## src/rtl/fetch_pkg.sv

```systemverilog
// -----------------------------------------------------------------------------
// fetch_pkg
// Shared types and defaults for the instruction fetch queue.
//   - *_DEFAULT localparams : default parameter values for fetch_queue
//   - fetch_state_t         : request tracking state (RUN / WAIT / DROP)
//   - fetch_entry_t         : one queued instruction (raw encoding + its pc)
// -----------------------------------------------------------------------------
package fetch_pkg;

  localparam int unsigned FETCH_WIDTH_DEFAULT  = 2;
  localparam int unsigned DEPTH_DEFAULT        = 8;
  localparam int unsigned DECODE_WIDTH_DEFAULT = 2;
  localparam logic [63:0] RESET_PC_DEFAULT     = 64'h8000_0000;

  typedef enum logic [1:0] {
    ST_RUN  = 2'd0,  // no request outstanding
    ST_WAIT = 2'd1,  // request accepted, response pending
    ST_DROP = 2'd2   // outstanding response is stale and must be discarded
  } fetch_state_t;

  typedef struct packed {
    logic [31:0] raw_instr;
    logic [63:0] pc;
  } fetch_entry_t;

endpackage

```

## src/rtl/fetch_queue_if.sv

```systemverilog
// -----------------------------------------------------------------------------
// fetch_queue_if
// Bundles the redirect, instruction-bus and decode handshakes of fetch_queue.
//   redirect_valid/redirect_pc : flush and restart fetch
//   ireq_valid/ireq_addr/ireq_ready : fetch request to the ibus
//   iresp_valid/iresp_data     : response, FETCH_WIDTH x 32-bit slots
//   deq_valid/deq_instr/deq_pc/deq_ready : DECODE_WIDTH slots to decode
// Modports: master = fetch_queue side, slave = ibus/decode/redirect side.
// -----------------------------------------------------------------------------
interface fetch_queue_if
  import fetch_pkg::*;
#(
  parameter int unsigned FETCH_WIDTH  = FETCH_WIDTH_DEFAULT,
  parameter int unsigned DECODE_WIDTH = DECODE_WIDTH_DEFAULT
);

  logic                               redirect_valid;
  logic [63:0]                        redirect_pc;

  logic                               ireq_valid;
  logic [63:0]                        ireq_addr;
  logic                               ireq_ready;

  logic                               iresp_valid;
  logic [FETCH_WIDTH-1:0][31:0]       iresp_data;

  logic [DECODE_WIDTH-1:0]            deq_valid;
  logic [DECODE_WIDTH-1:0][31:0]      deq_instr;
  logic [DECODE_WIDTH-1:0][63:0]      deq_pc;
  logic                               deq_ready;

  modport master (
    input  redirect_valid, redirect_pc,
    input  ireq_ready, iresp_valid, iresp_data, deq_ready,
    output ireq_valid, ireq_addr, deq_valid, deq_instr, deq_pc
  );

  modport slave (
    output redirect_valid, redirect_pc,
    output ireq_ready, iresp_valid, iresp_data, deq_ready,
    input  ireq_valid, ireq_addr, deq_valid, deq_instr, deq_pc
  );

endinterface

```

## src/rtl/fetch_queue_ram.sv

```systemverilog
// -----------------------------------------------------------------------------
// fetch_queue_ram
// Entry storage for fetch_queue: DEPTH entries, WR_PORTS synchronous write
// ports and RD_PORTS asynchronous read ports. Data is never reset; validity
// is tracked by the owner's pointers.
//   clk             : clock
//   wr_en/addr/data : per-port write (ports never target the same address)
//   rd_addr/rd_data : per-port combinational read
// -----------------------------------------------------------------------------
module fetch_queue_ram
  import fetch_pkg::*;
#(
  parameter int unsigned DEPTH    = DEPTH_DEFAULT,
  parameter int unsigned WR_PORTS = FETCH_WIDTH_DEFAULT,
  parameter int unsigned RD_PORTS = DECODE_WIDTH_DEFAULT,
  parameter int unsigned AW       = $clog2(DEPTH)
) (
  input  logic                clk,
  input  logic [WR_PORTS-1:0] wr_en,
  input  logic [AW-1:0]       wr_addr [WR_PORTS],
  input  fetch_entry_t        wr_data [WR_PORTS],
  input  logic [AW-1:0]       rd_addr [RD_PORTS],
  output fetch_entry_t        rd_data [RD_PORTS]
);

  fetch_entry_t mem [DEPTH];

  always_ff @(posedge clk) begin
    for (int p = 0; p < WR_PORTS; p++) begin
      if (wr_en[p]) begin
        mem[wr_addr[p]] <= wr_data[p];
      end
    end
  end

  always_comb begin
    for (int r = 0; r < RD_PORTS; r++) begin
      rd_data[r] = mem[rd_addr[r]];
    end
  end

endmodule

```

## src/rtl/fetch_queue.sv

```systemverilog
// -----------------------------------------------------------------------------
// fetch_queue
// Instruction fetch front end: issues aligned block requests to the ibus,
// queues the returned instructions with their pcs, and presents up to
// DECODE_WIDTH oldest entries to decode per cycle. A redirect flushes the
// queue and restarts fetch; a response still in flight is discarded.
//   clk    : clock, all state on the rising edge
//   resetn : synchronous active-low reset
//   bus    : fetch_queue_if.master (redirect, ibus request/response, decode)
// -----------------------------------------------------------------------------
module fetch_queue
  import fetch_pkg::*;
#(
  parameter int unsigned FETCH_WIDTH  = FETCH_WIDTH_DEFAULT,
  parameter int unsigned DEPTH        = DEPTH_DEFAULT,
  parameter int unsigned DECODE_WIDTH = DECODE_WIDTH_DEFAULT,
  parameter logic [63:0] RESET_PC     = RESET_PC_DEFAULT
) (
  input  logic          clk,
  input  logic          resetn,
  fetch_queue_if.master bus
);

  localparam int unsigned AW = $clog2(DEPTH);
  localparam int unsigned LB = $clog2(FETCH_WIDTH * 4);   // byte-offset bits of a fetch block
  localparam int unsigned SW = (LB > 2) ? (LB - 2) : 1;   // slot-index width
  localparam logic [63:0] BLOCK_BYTES = 64'(FETCH_WIDTH * 4);

  // One extra pointer bit lets wr - rd span 0..DEPTH, so full and empty
  // are distinguishable without a separate counter.
  typedef logic [AW:0] ptr_t;

  fetch_state_t  state_q, state_d;
  logic [63:0]   fetch_pc_q, fetch_pc_d;
  logic          misalign_q, misalign_d;
  ptr_t          wr_ptr_q, wr_ptr_d;
  ptr_t          rd_ptr_q, rd_ptr_d;

  ptr_t          occ, deq_cnt, n_deq, n_enq;
  logic [63:0]   block_pc;
  logic [SW-1:0] start_slot;
  logic          free_ok, req_valid, enq_en;

  logic [FETCH_WIDTH-1:0] wr_en;
  logic [AW-1:0]          wr_addr  [FETCH_WIDTH];
  fetch_entry_t           wr_data  [FETCH_WIDTH];
  logic [SW-1:0]          src_slot [FETCH_WIDTH];
  logic [AW-1:0]          rd_addr  [DECODE_WIDTH];
  fetch_entry_t           rd_data  [DECODE_WIDTH];
  logic [DECODE_WIDTH-1:0] deq_vld;

  assign block_pc = {fetch_pc_q[63:LB], {LB{1'b0}}};
  assign occ      = wr_ptr_q - rd_ptr_q;
  assign deq_cnt  = (occ > ptr_t'(DECODE_WIDTH)) ? ptr_t'(DECODE_WIDTH) : occ;
  // A request is only issued when a whole block is guaranteed to fit, so the
  // response can always be written without back-pressure.
  assign free_ok  = (ptr_t'(DEPTH) - occ) >= ptr_t'(FETCH_WIDTH);
  // After reset/redirect the target may sit mid-block; leading slots are skipped.
  assign start_slot = misalign_q ? SW'(fetch_pc_q[LB-1:0] >> 2) : '0;
  assign n_enq      = ptr_t'(FETCH_WIDTH) - ptr_t'(start_slot);

  // Next-state / control. Redirect overrides every other event.
  always_comb begin
    state_d    = state_q;
    fetch_pc_d = fetch_pc_q;
    misalign_d = misalign_q;
    wr_ptr_d   = wr_ptr_q;
    rd_ptr_d   = rd_ptr_q;
    req_valid  = 1'b0;
    enq_en     = 1'b0;
    n_deq      = '0;

    if (bus.redirect_valid) begin
      fetch_pc_d = bus.redirect_pc;
      misalign_d = 1'b1;
      wr_ptr_d   = '0;
      rd_ptr_d   = '0;
      case (state_q)
        ST_RUN:  state_d = ST_RUN;
        // A response arriving with the redirect closes the transaction;
        // otherwise the one still in flight must be thrown away later.
        ST_WAIT,
        ST_DROP: state_d = bus.iresp_valid ? ST_RUN : ST_DROP;
        default: state_d = ST_RUN;
      endcase
    end else begin
      if (bus.deq_ready) begin
        n_deq = deq_cnt;
      end
      rd_ptr_d = rd_ptr_q + n_deq;

      case (state_q)
        ST_RUN: begin
          req_valid = free_ok;
          if (free_ok && bus.ireq_ready) begin
            state_d = ST_WAIT;
          end
        end
        ST_WAIT: begin
          if (bus.iresp_valid) begin
            enq_en     = 1'b1;
            wr_ptr_d   = wr_ptr_q + n_enq;
            fetch_pc_d = block_pc + BLOCK_BYTES;
            misalign_d = 1'b0;
            state_d    = ST_RUN;
          end
        end
        ST_DROP: begin
          if (bus.iresp_valid) begin
            state_d = ST_RUN;
          end
        end
        default: state_d = ST_RUN;
      endcase
    end
  end

  always_ff @(posedge clk) begin
    if (!resetn) begin
      state_q    <= ST_RUN;
      fetch_pc_q <= RESET_PC;
      misalign_q <= 1'b1;
      wr_ptr_q   <= '0;
      rd_ptr_q   <= '0;
    end else begin
      state_q    <= state_d;
      fetch_pc_q <= fetch_pc_d;
      misalign_q <= misalign_d;
      wr_ptr_q   <= wr_ptr_d;
      rd_ptr_q   <= rd_ptr_d;
    end
  end

  // Write port j carries response slot start_slot + j, packed at the tail.
  always_comb begin
    for (int j = 0; j < FETCH_WIDTH; j++) begin
      src_slot[j]          = start_slot + SW'(j);
      wr_en[j]             = enq_en && (ptr_t'(j) < n_enq);
      wr_addr[j]           = wr_ptr_q[AW-1:0] + AW'(j);
      wr_data[j].raw_instr = bus.iresp_data[src_slot[j]];
      wr_data[j].pc        = block_pc + (64'(src_slot[j]) << 2);
    end
  end

  fetch_queue_ram #(
    .DEPTH    (DEPTH),
    .WR_PORTS (FETCH_WIDTH),
    .RD_PORTS (DECODE_WIDTH),
    .AW       (AW)
  ) u_ram (
    .clk     (clk),
    .wr_en   (wr_en),
    .wr_addr (wr_addr),
    .wr_data (wr_data),
    .rd_addr (rd_addr),
    .rd_data (rd_data)
  );

  // Outputs are forced to zero while reset is asserted.
  always_comb begin
    for (int i = 0; i < DECODE_WIDTH; i++) begin
      rd_addr[i]       = rd_ptr_q[AW-1:0] + AW'(i);
      deq_vld[i]       = resetn && (occ > ptr_t'(i));
      bus.deq_instr[i] = deq_vld[i] ? rd_data[i].raw_instr : '0;
      bus.deq_pc[i]    = deq_vld[i] ? rd_data[i].pc : '0;
    end
  end

  assign bus.deq_valid  = deq_vld;
  assign bus.ireq_valid = resetn && req_valid;
  assign bus.ireq_addr  = resetn ? block_pc : '0;

endmodule

```

## src/flat_wrapper.sv

```systemverilog
// flat-port wrapper written by rule: the top's interface ports become plain ports
module fetch_queue_flat import fetch_pkg::*;
#(
  parameter int unsigned FETCH_WIDTH  = FETCH_WIDTH_DEFAULT,
  parameter int unsigned DEPTH        = DEPTH_DEFAULT,
  parameter int unsigned DECODE_WIDTH = DECODE_WIDTH_DEFAULT,
  parameter logic [63:0] RESET_PC     = RESET_PC_DEFAULT
)
  (clk, resetn, bus_redirect_valid, bus_redirect_pc, bus_ireq_ready, bus_iresp_valid, bus_iresp_data, bus_deq_ready, bus_ireq_valid, bus_ireq_addr, bus_deq_valid, bus_deq_instr, bus_deq_pc);
  fetch_queue_if #(.FETCH_WIDTH(FETCH_WIDTH), .DECODE_WIDTH(DECODE_WIDTH)) bus_i ();
  input  logic clk;
  input  logic resetn;
  input wire logic [$bits(bus_i.redirect_valid)-1:0] bus_redirect_valid;
  input wire logic [$bits(bus_i.redirect_pc)-1:0] bus_redirect_pc;
  input wire logic [$bits(bus_i.ireq_ready)-1:0] bus_ireq_ready;
  input wire logic [$bits(bus_i.iresp_valid)-1:0] bus_iresp_valid;
  input wire logic [$bits(bus_i.iresp_data)-1:0] bus_iresp_data;
  input wire logic [$bits(bus_i.deq_ready)-1:0] bus_deq_ready;
  output wire logic [$bits(bus_i.ireq_valid)-1:0] bus_ireq_valid;
  output wire logic [$bits(bus_i.ireq_addr)-1:0] bus_ireq_addr;
  output wire logic [$bits(bus_i.deq_valid)-1:0] bus_deq_valid;
  output wire logic [$bits(bus_i.deq_instr)-1:0] bus_deq_instr;
  output wire logic [$bits(bus_i.deq_pc)-1:0] bus_deq_pc;
  assign bus_i.redirect_valid = bus_redirect_valid;
  assign bus_i.redirect_pc = bus_redirect_pc;
  assign bus_i.ireq_ready = bus_ireq_ready;
  assign bus_i.iresp_valid = bus_iresp_valid;
  assign bus_i.iresp_data = bus_iresp_data;
  assign bus_i.deq_ready = bus_deq_ready;
  assign bus_ireq_valid = bus_i.ireq_valid;
  assign bus_ireq_addr = bus_i.ireq_addr;
  assign bus_deq_valid = bus_i.deq_valid;
  assign bus_deq_instr = bus_i.deq_instr;
  assign bus_deq_pc = bus_i.deq_pc;
  fetch_queue #(.FETCH_WIDTH(FETCH_WIDTH), .DEPTH(DEPTH), .DECODE_WIDTH(DECODE_WIDTH), .RESET_PC(RESET_PC)) u_core (.clk(clk), .resetn(resetn), .bus(bus_i));
endmodule
```

## config.mk

```make
export PLATFORM = sky130hd
export DESIGN_NAME = fetch_queue_flat
export DESIGN_NICKNAME = d
export VERILOG_FILES = /design/src/rtl/fetch_pkg.sv /design/src/rtl/fetch_queue_if.sv /design/src/rtl/fetch_queue_ram.sv /design/src/rtl/fetch_queue.sv /design/src/flat_wrapper.sv
export SDC_FILE = /design/constraint.sdc
export NUM_CORES = 2
export LEC_CHECK = 0
export ABC_AREA = 1
export ABC_CLOCK_PERIOD_IN_PS = 10800
export BUFFER_PORTS_ARGS = -buffer_cell sky130_fd_sc_hd__buf_2
export CORE_ASPECT_RATIO = 1.2
export CORE_MARGIN = 5
export CORE_UTILIZATION = 45
export DETAILED_ROUTE_END_ITERATION = 6
export PLACE_DENSITY_LB_ADDON = 0.12
export SLEW_MARGIN = 30
export SYNTH_ARGS = -nofsm -noshare
export SYNTH_HDL_FRONTEND = slang
export SYNTH_HIERARCHICAL = 1
export SYNTH_SLANG_ARGS = --single-unit
```

## constraint.sdc

```tcl
create_clock -name clk -period 10.8 [get_ports clk]
set_clock_uncertainty 0.1 [all_clocks]
set_input_delay 2.7 -clock clk [delete_from_list [all_inputs] [get_ports clk]]
set_output_delay 2.7 -clock clk [all_outputs]
set_load 0.01 [all_outputs]
```

# After elaboration in Yosys (flattened, before gate mapping)
# Memory sizes are Yosys's and may differ from the RTL's. A register that Yosys moved wholly into a read port is not among the register bits.
# Cells that the tools add are included.
dict set report op_classes {
  addsub 11
  n_mul 0
  n_div 0
  order_cmp 8
  eq_ne 4
  shift 0
  muxes 32
  bitwise 1
  reduce_logical 14
}
# operator count
set ops {}
lappend ops {{two-way mux 64 bit} 6}
lappend ops {{two-way mux 32 bit} 6}
lappend ops {{adder 64 x 3 -> 64 bit} 2}
lappend ops {{adder 64 x 4 -> 64 bit, second input constant} 1}
lappend ops {{two-way mux 4 bit} 3}
lappend ops {{two-way mux 1 bit} 10}
lappend ops {{two-way mux 2 bit} 5}
lappend ops {{adder 4 bit} 2}
lappend ops {{> comparator 4 x 1 -> 1 bit, second input constant} 2}
lappend ops {{less-than comparator 1 x 4 -> 1 bit, first input constant} 2}
lappend ops {{adder 3 x 1 -> 3 bit, second input constant} 2}
lappend ops {{logical AND 1 bit} 6}
lappend ops {{AND reduction 2 bit} 3}
lappend ops {{greater-or-equal comparator 4 x 2 -> 1 bit, second input constant} 1}
lappend ops {{> comparator 4 x 2 -> 1 bit, second input constant} 1}
lappend ops {{less-than comparator 1 x 2 -> 1 bit, second input constant} 2}
lappend ops {{one-hot mux 2 bit (2 select lines)} 1}
lappend ops {{nonzero test 2 bit} 2}
lappend ops {{OR reduction 2 bit} 2}
lappend ops {{subtractor 4 bit} 1}
lappend ops {{subtractor 4 bit, first input constant} 1}
lappend ops {{two-way mux 3 bit} 1}
lappend ops {{inequality test 3 x 1 -> 1 bit, second input constant} 1}
lappend ops {{inequality test 3 x 2 -> 1 bit, second input constant} 1}
lappend ops {{6 further kinds} 6}
dict set report totals {
  ff_bits 75
  latch_bits 0
  ram_bits 768
  rom_bits 0
  inputBits 134
  out_inout_bits 259
  n_memories 1
}
# name depth word_bits read_ports rd_ports_with_merged_regs write_ports line
set memory_table {}
lappend memory_table {u_core.u_ram.mem 8 96 2 1 2 fetch_queue_ram.sv:26} ;# fetch_entry_t mem [DEPTH];

# Logic depth before layout (Yosys ltp)
dict set report logic_depth {
  ltp_word 7
  depth_mapped 16
  ltp_nobuf 16
}

# Cells and area by module
# The synthesis kept the hierarchy.
# mod instances cells_each area_each_um2 seq_area_each_um2
set by_module_without_submodules {}
lappend by_module_without_submodules {fetch_queue_ram 1 7034 49007.0 23062.1}
lappend by_module_without_submodules {fetch_queue 1 1651 8236.6 1461.4}

# Least setup slack after synthesis
# Ideal clock, no wire load.
dict set report synth_path {
  path_kind {input to register}
  startpoint {input bus_redirect_valid}
  endpoint {memory u_core/u_ram/mem[6][0] in the netlist's numbering, enable pin}
  setup_ps 683
  arrival_ps 10310
  slack_ps -293
  stages 5
  path_buffers 2
  cell_sequence {clkbuf_1 -> nor2_1 -> clkbuf_1 -> nand2_1 -> o21ai_0}
}
# element line
set synth_lines {}
lappend synth_lines {{start: declaration} flat_wrapper.sv:13} ;# input wire logic [$bits(bus_i.redirect_valid)-1:0] bus_redirect_valid;
lappend synth_lines {{end: declaration} fetch_queue_ram.sv:26}

==> results.json <==
{
  "drt-total-wl_um": 209000,
  "r2r-start": "u_core/wr_ptr_q[1]$_SDFFE_PP0P_",
  "path_max_fanout": 82,
  "cts_resized": 0,
  "synth_top_family_by_area": "simple AND/OR/NAND/NOR gates",
  "dieArea_um2": 134000,
  "max-cap-violations": 0,
  "drive_above_1_share": 0.0737,
  "final_cell_area_um2": 62500,
  "violations": "design-rule violations",
  "die_h_um": 401,
  "setup-violations-final": 0,
  "cts_hold_buf": 0,
  "synth_cell_type_count": 37,
  "max_slew_margin": 0.284,
  "synth-compound-area-share": 0.0867,
  "holdCritStartpoint": "u_core/state_q[1]$_SDFFE_PN0P_",
  "fillers": 12600,
  "htreeDepth": 3,
  "firstDrtPassIters": 7,
  "post_cts_buffers": 0,
  "cts.sinks": 841,
  "setup_tns_ps": 0,
  "yosysSeqAreaShare": 0.428,
  "slew_violations": 0,
  "regArea_um2": 24500,
  "synth.cell_area_um2": 57200,
  "start_kind": "flop",
  "ys_warn_count": 6,
  "wl_per_cell_um": 20.1,
  "pwr_density_cell_nw_per_um2": 128,
  "crit_required_ps": 8000,
  "root_buffer": "clkbuf_16",
  "drt-met1-wl_um": 82400,
  "grt_setup_unrepaired": "false",
  "period_minus_slack_ps": 7910,
  "finalCritPeriodShare": 0.732,
  "worstMarginPinSlew_ps": 1070,
  "drc": 11,
  "ant_nets": 0,
  "p_leak_nw": 30.7,
  "fmax_mhz": 126,
  "multi_input_area_um2": 25200,
  "port_buffers": 387,
  "crit_arrival_ps": 5110,
  "antenna_found_initial": 4,
  "routed-wl-met3_um": 19500,
  "placed_area_um2": 59400,
  "ys_ff_latch": 841,
  "vias": 55700,
  "clk_latency_ps": 700,
  "wl_met2_um": 98200,
  "initial_core_util": 0.453,
  "cts_tree": "built",
  "critical_path_class": "reg2out",
  "synth_simple_gate_area_frac": 0.340,
  "drt-initial-drc-count": 5781,
  "dpl.hpwl_um": 116000,
  "hp-class": "reg2reg",
  "avgSynthCellArea_um2": 6.59,
  "grt_pass1_wl_um": 309000,
  "dp.cells": 10200,
  "cts_max_path_buffers": 3,
  "place_congestion": 0.949,
  "grt-ovfl-total": 0,
  "setup.worst_path.end_class": "primary output",
  "synth_edf_count": 768,
  "core_region_area_um2": 126000,
  "die_w_um": 336,
  "rows": 143,
  "area_growth_pct": 9.12,
  "vias_per_cell": 5.37,
  "synthAdderAreaFrac": 0.00476,
  "final_common_cell": "nand2_1",
  "clk_pin_slew_ps": 60,
  "grt_pass1_vias": 52000,
  "hold_viol": 0,
  "synth_xor_area_frac": 0.00536,
  "async_flop_share": 0,
  "grt_start_max_net_pins": 188,
  "outcome": "finished, violations left",
  "io_pins": 393,
  "synth_cells": 8685,
  "numCtsBuffers": 94,
  "final_cells": 10400,
  "track_usage": 0.298,
  "crit_start": "u_core/rd_ptr_q[0]$_SDFF_PP0_",
  "final_cell_mix": "3704 x nand2_1, 1273 x inv_1, 837 x o21ai_0, 815 x nand3_1, 768 x edfxtp_1",
  "final_nets": 8778,
  "top_layer": "met4",
  "max-vdd-ir-drop_mv": 0.107,
  "synthMuxAreaShare": 0,
  "synth_ff_type": "edfxtp_1"
}
metrics by stage:
stage | power (mW) | util | worst slack (ps) | hold slack [ps]
global route | 8.27 | 0.494 | 2760 | 421
global placement | 4.81 | 0.468 | 3150 | 370
floorplan | 4.41 | - | -293 | 319
finish | 7.97 | 0.494 | 2890 | 386
CTS | 8.00 | 0.493 | 2910 | 385
detailed placement | 4.82 | 0.469 | 3060 | 377
critical path: stages (launching register included):
cell and delay [ps]:
dfxtp_4 680, buf_4 540, ha_4 470, inv_6 820, buf_4 900, nand3_1 170, nand2_1 100, nand2_1 60
nand2_1 240, inv_1 70, nor2_1 110, buf_2 150
registers in the layout, summed over array words and instances (netlist names):
register           cells
u_core/fetch_pc_q     62
u_core/misalign_q      1
u_core/rd_ptr_q        4
u_core/state_q         2
u_core/u_ram/mem     768
u_core/wr_ptr_q        4
routing by layer:
metal | vias up | track usage
li1 | 26800 | -
met1 | 25500 | 0.383
met2 | 2885 | 0.507
met3 | 530 | 0.0377
met4 | 0 | 0.124
met5 | - | 0
power by group:
group	internal [mW]	switching [mW]
Clock	1.84	1.36
Sequential	3.60	0.0862
Combinational	0.319	0.767
Total	5.76	2.22
area by class of cell:
cell class,count,share of cell area
antenna,2,0.0000801
inverter,1284,0.0780
tap,1667,0.0334
multi-input combinational,5936,0.404
sequential,841,0.393
clock inverter,44,0.00561
timing repair buffer,467,0.0435
clock buffer,130,0.0427
cell families (layout without fill, tap and decap cells):
logic type | count (synthesis) | after routing
buf+inv | 1915 | 1925
fa+ha+maj | 20 | 20
xor+xnor | 35 | 35
compound gates | 983 | 983
simple gates | 4890 | 4890
other cells | 1 | 10
flops | 841 | 841
cell usage after synthesis, drive strengths merged, types with 3 or more instances:
cell type | instances | share of area
a21oi | 58 | 0.0051
a31oi | 17 | 0.0019
and2 | 3 | 0.00033
buf | 411 | 0.036
clkbuf | 220 | 0.015
dfxtp | 73 | 0.026
edfxtp | 768 | 0.40
fa | 3 | 0.0010
ha | 17 | 0.0037
inv | 1282 | 0.084
nand2 | 3714 | 0.24
nand3 | 816 | 0.071
nand3b | 3 | 0.00039
nand4 | 4 | 0.00044
nor2 | 347 | 0.023
o21ai | 902 | 0.079
xnor2 | 9 | 0.0014
xor2 | 26 | 0.0040
worst paths after layout:
check	slack, ps	endpoint	cells after the start
max	2890	bus_deq_pc[83]	11
min reg2reg	390	u_core/state_q[1]$_SDFFE_PN0P_	2
max reg2reg	6350	u_core/u_ram/mem[0][41]$_DFFE_PP_	7
min	390	u_core/state_q[1]$_SDFFE_PN0P_	2
Power figures use the tool's default switching activity.
